==> config.mk <==
export PLATFORM = sky130hd
export DESIGN_NAME = mem_ls_unit
export DESIGN_NICKNAME = d
export VERILOG_FILES = /design/src/rtl/mem_pkg.sv /design/src/rtl/mem_io_regs.sv /design/src/rtl/mem_ls_unit.sv
export SDC_FILE = /design/constraint.sdc
export NUM_CORES = 1
export LEC_CHECK = 0
export ABC_CLOCK_PERIOD_IN_PS = 2900
export CAP_MARGIN = 20
export CORE_MARGIN = 3
export CORE_UTILIZATION = 49
export DETAILED_ROUTE_END_ITERATION = 7
export PLACE_DENSITY = 0.95
export SLEW_MARGIN = 25
export SYNTH_ARGS = -nofsm -noshare
export SYNTH_HDL_FRONTEND = slang
export SYNTH_HIERARCHICAL = 1
export SYNTH_SLANG_ARGS = --single-unit
==> constraint.sdc <==
create_clock -name clk -period 2.9 [get_ports clk]
set_input_delay 0.725 -clock clk [delete_from_list [all_inputs] [get_ports clk]]
set_output_delay 0.725 -clock clk [all_outputs]
set_load 0.05 [all_outputs]
==> src/rtl/mem_pkg.sv <==
// Shared definitions for the load/store front end: defaults, I/O map and FSM states.
package mem_pkg;

  localparam int MEM_DATA_WIDTH = 16;
  localparam int MEM_ADDR_WIDTH = 10;
  localparam logic [MEM_ADDR_WIDTH-1:0] MEM_IO_BASE = 10'h3F0;

  // The I/O window spans 16 words starting at the I/O base address
  localparam int IO_WINDOW = 16;
  localparam logic [3:0] KEY_OFS = 4'd0;
  localparam logic [3:0] LED_OFS = 4'd1;

  typedef enum logic [2:0] {
    IDLE,
    WR,
    RD_ADDR,
    RD_DATA,
    IO
  } mem_state_e;

endpackage

==> src/rtl/mem_io_regs.sv <==
// Memory-mapped I/O registers: keyboard code/flag capture, LED register, read mux.
module mem_io_regs
  import mem_pkg::*;
#(
  parameter int DATA_WIDTH = MEM_DATA_WIDTH
) (
  input  logic                  clk,
  input  logic                  rst_n,
  input  logic [7:0]            key_code,
  input  logic                  key_strobe,
  input  logic                  io_en,
  input  logic                  io_we,
  input  logic [3:0]            io_ofs,
  input  logic [DATA_WIDTH-1:0] io_wdata,
  output logic [DATA_WIDTH-1:0] io_rdata,
  output logic [DATA_WIDTH-1:0] led_out
);

  logic [7:0] key_reg;
  logic       key_flag;
  logic       key_clr;

  assign key_clr = io_en & ~io_we & (io_ofs == KEY_OFS);

  // Capture a new scan code on every strobe; a strobe wins over a clearing read
  always_ff @(posedge clk or negedge rst_n) begin
    if (!rst_n) begin
      key_reg  <= '0;
      key_flag <= 1'b0;
    end else if (key_strobe) begin
      key_reg  <= key_code;
      key_flag <= 1'b1;
    end else if (key_clr) begin
      key_flag <= 1'b0;
    end
  end

  // LED register written by stores to its offset
  always_ff @(posedge clk or negedge rst_n) begin
    if (!rst_n) begin
      led_out <= '0;
    end else if (io_en && io_we && (io_ofs == LED_OFS)) begin
      led_out <= io_wdata;
    end
  end

  // Read mux; returns the pre-edge register values so a colliding strobe is not visible
  always_comb begin
    io_rdata = '0;
    case (io_ofs)
      KEY_OFS: begin
        io_rdata[DATA_WIDTH-1] = key_flag;
        io_rdata[7:0]          = key_reg;
      end
      LED_OFS: io_rdata = led_out;
      default: io_rdata = '0;
    endcase
  end

endmodule

==> src/rtl/mem_ls_unit.sv <==
// Load/store front end between the CPU datapath and RAM port A, with an I/O window.
module mem_ls_unit
  import mem_pkg::*;
#(
  parameter int                    DATA_WIDTH = MEM_DATA_WIDTH,
  parameter int                    ADDR_WIDTH = MEM_ADDR_WIDTH,
  parameter logic [ADDR_WIDTH-1:0] IO_BASE    = ADDR_WIDTH'(MEM_IO_BASE)
) (
  input  logic                  clk,
  input  logic                  rst_n,
  input  logic                  req_valid,
  output logic                  req_ready,
  input  logic                  req_we,
  input  logic [ADDR_WIDTH-1:0] req_addr,
  input  logic [DATA_WIDTH-1:0] req_wdata,
  output logic                  rsp_valid,
  output logic [DATA_WIDTH-1:0] rsp_rdata,
  output logic [ADDR_WIDTH-1:0] ram_addr,
  output logic [DATA_WIDTH-1:0] ram_data,
  output logic                  ram_we,
  input  logic [DATA_WIDTH-1:0] ram_q,
  input  logic [7:0]            key_code,
  input  logic                  key_strobe,
  output logic [DATA_WIDTH-1:0] led_out
);

  mem_state_e state, state_nxt;

  logic                  accept;
  logic                  req_is_io;
  logic                  we_q;
  logic [ADDR_WIDTH:0]   addr_ext;
  logic [ADDR_WIDTH:0]   io_lo;
  logic [ADDR_WIDTH:0]   io_hi;
  logic                  io_en;
  logic [3:0]            io_ofs;
  logic [DATA_WIDTH-1:0] io_rdata;
  logic                  rsp_fire;
  logic [DATA_WIDTH-1:0] rsp_data_nxt;

  assign req_ready = (state == IDLE);
  assign accept    = req_valid & req_ready;

  // One extra bit so the window end can lie past the top of the address space
  assign addr_ext  = {1'b0, req_addr};
  assign io_lo     = {1'b0, IO_BASE};
  assign io_hi     = io_lo + (ADDR_WIDTH+1)'(IO_WINDOW);
  assign req_is_io = (addr_ext >= io_lo) && (addr_ext < io_hi);

  // Window offset only needs the low 4 bits of (addr - base), so subtract just those
  assign io_ofs    = ram_addr[3:0] - IO_BASE[3:0];

  // State register
  always_ff @(posedge clk or negedge rst_n) begin
    if (!rst_n) begin
      state <= IDLE;
    end else begin
      state <= state_nxt;
    end
  end

  // Next-state logic
  always_comb begin
    state_nxt = state;
    case (state)
      IDLE: begin
        if (accept) begin
          if (req_is_io)   state_nxt = IO;
          else if (req_we) state_nxt = WR;
          else             state_nxt = RD_ADDR;
        end
      end
      WR:      state_nxt = IDLE;
      RD_ADDR: state_nxt = RD_DATA;
      RD_DATA: state_nxt = IDLE;
      IO:      state_nxt = IDLE;
      default: state_nxt = IDLE;
    endcase
  end

  // Per-state control: I/O execute strobe and the response produced at this edge
  always_comb begin
    io_en        = 1'b0;
    rsp_fire     = 1'b0;
    rsp_data_nxt = '0;
    case (state)
      WR: begin
        rsp_fire = 1'b1;
      end
      RD_DATA: begin
        rsp_fire     = 1'b1;
        rsp_data_nxt = ram_q;
      end
      IO: begin
        io_en    = 1'b1;
        rsp_fire = 1'b1;
        if (!we_q) rsp_data_nxt = io_rdata;
      end
      default: begin
        io_en        = 1'b0;
        rsp_fire     = 1'b0;
        rsp_data_nxt = '0;
      end
    endcase
  end

  // Registered RAM interface and response; ram_addr/ram_data double as the request latch
  always_ff @(posedge clk or negedge rst_n) begin
    if (!rst_n) begin
      ram_addr  <= '0;
      ram_data  <= '0;
      ram_we    <= 1'b0;
      we_q      <= 1'b0;
      rsp_valid <= 1'b0;
      rsp_rdata <= '0;
    end else begin
      if (accept) begin
        ram_addr <= req_addr;
        ram_data <= req_wdata;
        we_q     <= req_we;
        ram_we   <= req_we & ~req_is_io;
      end else if (state == WR) begin
        ram_we <= 1'b0;
      end
      rsp_valid <= rsp_fire;
      if (rsp_fire) rsp_rdata <= rsp_data_nxt;
    end
  end

  mem_io_regs #(
    .DATA_WIDTH(DATA_WIDTH)
  ) u_io_regs (
    .clk       (clk),
    .rst_n     (rst_n),
    .key_code  (key_code),
    .key_strobe(key_strobe),
    .io_en     (io_en),
    .io_we     (we_q),
    .io_ofs    (io_ofs),
    .io_wdata  (ram_data),
    .io_rdata  (io_rdata),
    .led_out   (led_out)
  );

endmodule

Word-level counts from Yosys, hierarchy flattened
Index checks and enable logic that the tools add are counted.
{"block": "op_classes", "shift": 0, "n_addsub": 0, "n_mux": 15, "bitwise_logic": 6, "n_reduce_logical": 8, "magnitude_cmp": 2, "n_eq_ne": 6, "div_mod_pow": 0, "multipliers": 0}
{"operator": "$pmux W16 S2", "n": 1}
{"operator": "$mux W16", "n": 1}
{"operator": "$pmux W8 S2", "n": 1}
{"operator": "$lt A10 B11 Y1 const B", "n": 1}
{"operator": "$ge A10 B10 Y1 const B", "n": 1}
{"operator": "$mux W7", "n": 1}
{"operator": "$eq A3 B2 Y1 const B", "n": 2}
{"operator": "$mux W1", "n": 6}
{"operator": "$mux W3", "n": 2}
{"operator": "$pmux W3 S2", "n": 1}
{"operator": "$and A1 B1 Y1", "n": 4}
{"operator": "$eq A4 B1 Y1 const B", "n": 1}
{"operator": "$logic_not A4 Y1", "n": 1}
{"operator": "$reduce_bool A2 Y1", "n": 2}
{"operator": "$eq A3 B1 Y1 const B", "n": 1}
{"operator": "$eq A3 B3 Y1 const B", "n": 1}
{"operator": "$logic_and A1 B1 Y1", "n": 3}
{"operator": "$logic_not A3 Y1", "n": 1}
{"operator": "$reduce_or A3 Y1", "n": 1}
{"operator": "$mux W2", "n": 1}
{"operator": "$ne A2 B1 Y1 const B", "n": 1}
{"operator": "$not A1 Y1", "n": 2}
{"operator": "$pmux W1 S2", "n": 1}
{"block": "totals", "latchBits": 0, "out_inout_bits": 61, "memories": 0, "ff_bits": 73, "inputBits": 55, "mem_bits_rw": 0, "rom_bits": 0, "elab_cells": 47}

Logic depth before layout (Yosys ltp)
{"block": "depth", "word_depth": 6, "ltp_mapped": 9}

By module
The synthesis kept the hierarchy.
{"mod": "mem_ls_unit", "n_inst": 1, "cells_per_inst": 160, "seq_area_each_um2": 1201.2, "area_each_um2": 2153.3}
{"mod": "mem_io_regs", "n_inst": 1, "cells_per_inst": 74, "seq_area_each_um2": 625.6, "area_each_um2": 1152.4}

Least setup slack after synthesis
Ideal clock, no wire load.
{"block": "synth_timing", "path_type": "reg-to-output", "start": "register state[2]", "end": "output port req_ready", "t_arrival_ps": 1909, "slack_ps": 266, "required_ps": 2175, "stages_incl_launch_ff": 4, "path_buffers": 2, "path_cell_list": "dfrtp_1 > clkbuf_1 > clkbuf_1 > nor3_1"}
{"block": "synth_via", "elab_chain_len": 1}
{"item": "from (decl)", "line_no": "mem_ls_unit.sv:27", "text": "mem_state_e state, state_nxt;"}
{"item": "from (signal assigned)", "line_no": "mem_ls_unit.sv:58", "text": "state <= state_nxt;"}
{"item": "$logic_not A3 Y1", "line_no": "mem_ls_unit.sv:41", "text": "assign req_ready = (state == IDLE);"}
{"item": "to (decl)", "line_no": "mem_ls_unit.sv:12", "text": "output logic req_ready,"}
Every way passes these cells.

Worst setup path in the final report
{"block": "layout_timing", "start": "register state[1]", "end": "output port req_ready"}
The elaborated chain is that of the path after synthesis.

==> out/metrics.cfg <==
[routing]
first_iter_violations = 151
dr_wl_met2_mm = 4.31
wl_met1_mm = 3.53
num_vias = 2430
dr.max_layer_used = met4
ant_nets = 0
drc = 0
met3_length_um = 346
first_pass_iters = 4
vias_per_cell = 5.63
wire_per_inst_um = 19.2
wl_mm = 8.29

[status]
status = finished clean

[job]
cap_violations = 0

[global_route]
overflow = 0
grt_pass1_wl_mm = 13.4
track_usage_pct = 22.6
antenna_found_initial = 0
first_global_vias = 2542
grt_max_degree = 74

[synth]
synth_area_leader_cell = dfrtp_1
ys_top_cells_by_area = dfrtp_1 (55%), mux2_2 (11%), a221oi_1 (6.1%)
synth_area_sq_um = 3310
syn_nets = 289
ys_async_sr_fraction_pct = 100
post_synth.cell_area_avg_sq_um = 14.1
seq_area_frac_synth_pct = 55.3
ys_ff_latch = 73
synth_commonest_cells = dfrtp_1 (73), mux2_2 (33), a221oi_1 (23), nor2_1 (20), mux2_4 (10)
synth_top_area_share_pct = 55.3
synth-edff-count = 0
syn-instance-count = 234
synth.most_common_cell = dfrtp_1
synthDistinctLibCells = 32
synth_top_flop_cell = dfrtp_1
yosysWarnings = 6

[die]
die_area_sq_um = 7770
io_pins = 116
core_sq_um = 6460
fp.dieH_um = 88.1
start_util_pct = 51.2
die_w_um = 88.1
rows = 29

[timing]
finalWorstSetupSlack_ns = 0.239
setup_viol = 0
fin_crit_ns = 2.66
period_share_pct = 91.8
hold_viol = 0
rsz0062_at_grt = no
slew_headroom_pct = 40.3
tns_ns = 0
slew_viol_final = 0
skew_ns = 0.00780
max_freq_mhz = 376
hold_ws_ns = 0.484
worstMarginPinSlew_ns = 0.896

[worst_setup_path]
arrival_ns = 1.94
crit_chain = nor3_1 > clkdlybuf4s50_1
path_max_fanout = 7
worstSetupPathType = reg -> out
startpoint_type = register
path_delay_family = buffers and inverters
cp.required_ns = 2.17
max_stage_delay_ns = 0.84
critPathSlowestCell = clkdlybuf4s50_1
critical_path_buf_inv_count = 1
endpoint_kind = primary output
rrSetupSlack_ns = 0.94

[clock_network]
cts_tree = built
clock_path_buffers = 2
cts_resized = 0
postCtsSetupBuffers = 0
cts.clk_slew.worst_paths_ns = 0.08
cts-root-buf = clkbuf_8
cts_htree_levels = 3
insertion_delay_ns = 0.34
hold_buffers = 0
cts_sinks = 73
cts_buffers = 9

[pwr]
p_leak_nw = 1.97
vdd_ir_drop_max_v = 0.000869
powerDensity_nw_per_um2 = 1070
total_power_mw = 4.96

[placement]
io_buffers = 115
postPlaceCellArea_sq_um = 4460
dp.cells = 416
preCtsSetupSlack_ns = 0.496
post-dp-hpwl_mm = 6.03
place.gp.congestion = 0.798

[final_layout]
post-route-cell-area_sq_um = 4640
top_regs = ram_data x16, rsp_rdata x16, u_io_regs/led_out x16
drive_above_1_share_pct = 22.8
syn_to_final_growth_pct = 40.4
final_cells = 432
finalNetCount = 405
antenna-diode-count = 0
num-fill-cells = 459
post-route-util_pct = 71.9

[hold_path]
hp-class = reg -> reg

-- cell type report --
| type | instances | area [sq um] | area share, % |
|---|---|---|---|
| Clock buffer | 9 | 124 | 2.67 |
| Multi-Input combinational cell | 141 | 1320 | 28.5 |
| Sequential cell | 73 | 1830 | 39.4 |
| Inverter | 3 | 11.3 | 0.243 |
| Timing Repair Buffer | 122 | 1200 | 25.9 |
| Tap cell | 77 | 96.3 | 2.08 |
| Clock inverter | 7 | 60.1 | 1.29 |
-- kinds of logic (layout without fill, tap and decap cells) --
kind of cell,count (synthesis),count (layout),share of synthesized area (%)
compound gates,48,48,13.9
buf+inv,20,141,4.73
flops,73,73,55.3
mux,50,50,18.2
simple gates,43,43,7.99
-- routing by layer --
metal,track usage [%],vias to the layer above
met4,7.97,0
met2,37.7,79
met1,30.0,1215
met3,3.48,10
li1,-,1126
met5,0,-
-- power by group --
part           internal (mW)  total (mW)  switching, mW
sequential              1.34        1.66          0.317
clock                  0.326       0.740          0.414
combinational          0.935        2.56           1.63
-- cells in the final DEF, fill, tap and decap left out, types with 8 or more instances in the layout --
cell type,synthesis,final
and2_1,8,8
mux2_2,33,33
nor2_1,20,20
a22o_1,9,9
buf_4,2,8
a221oi_1,23,23
clkdlybuf4s50_1,0,114
a221oi_2,9,9
clkbuf_8,0,9
mux2_4,10,10
dfrtp_1,73,73
-- worst paths after layout --
kind / startpoint / to / depth (start not counted)
max: state[1] / req_ready / 2
min: u_io_regs/key_flag / u_io_regs/key_flag / 1
max reg2reg: ram_addr[3] / u_io_regs/led_out[13] / 5
min reg2reg: u_io_regs/key_flag / u_io_regs/key_flag / 1
max in group asynchronous: rst_n / ram_addr[1] / 1
min in group asynchronous: rst_n / rsp_rdata[4] / 1
-- worst reg2reg max path, cell delays in order, from the launching register on --
cell and delay (ns):
dfrtp_1 0.46, nor4b_4 0.26, buf_4 0.26, and3_1 0.19
buf_4 0.28, mux2_2 0.40
Note: power is estimated with default switching activity, not from simulation.
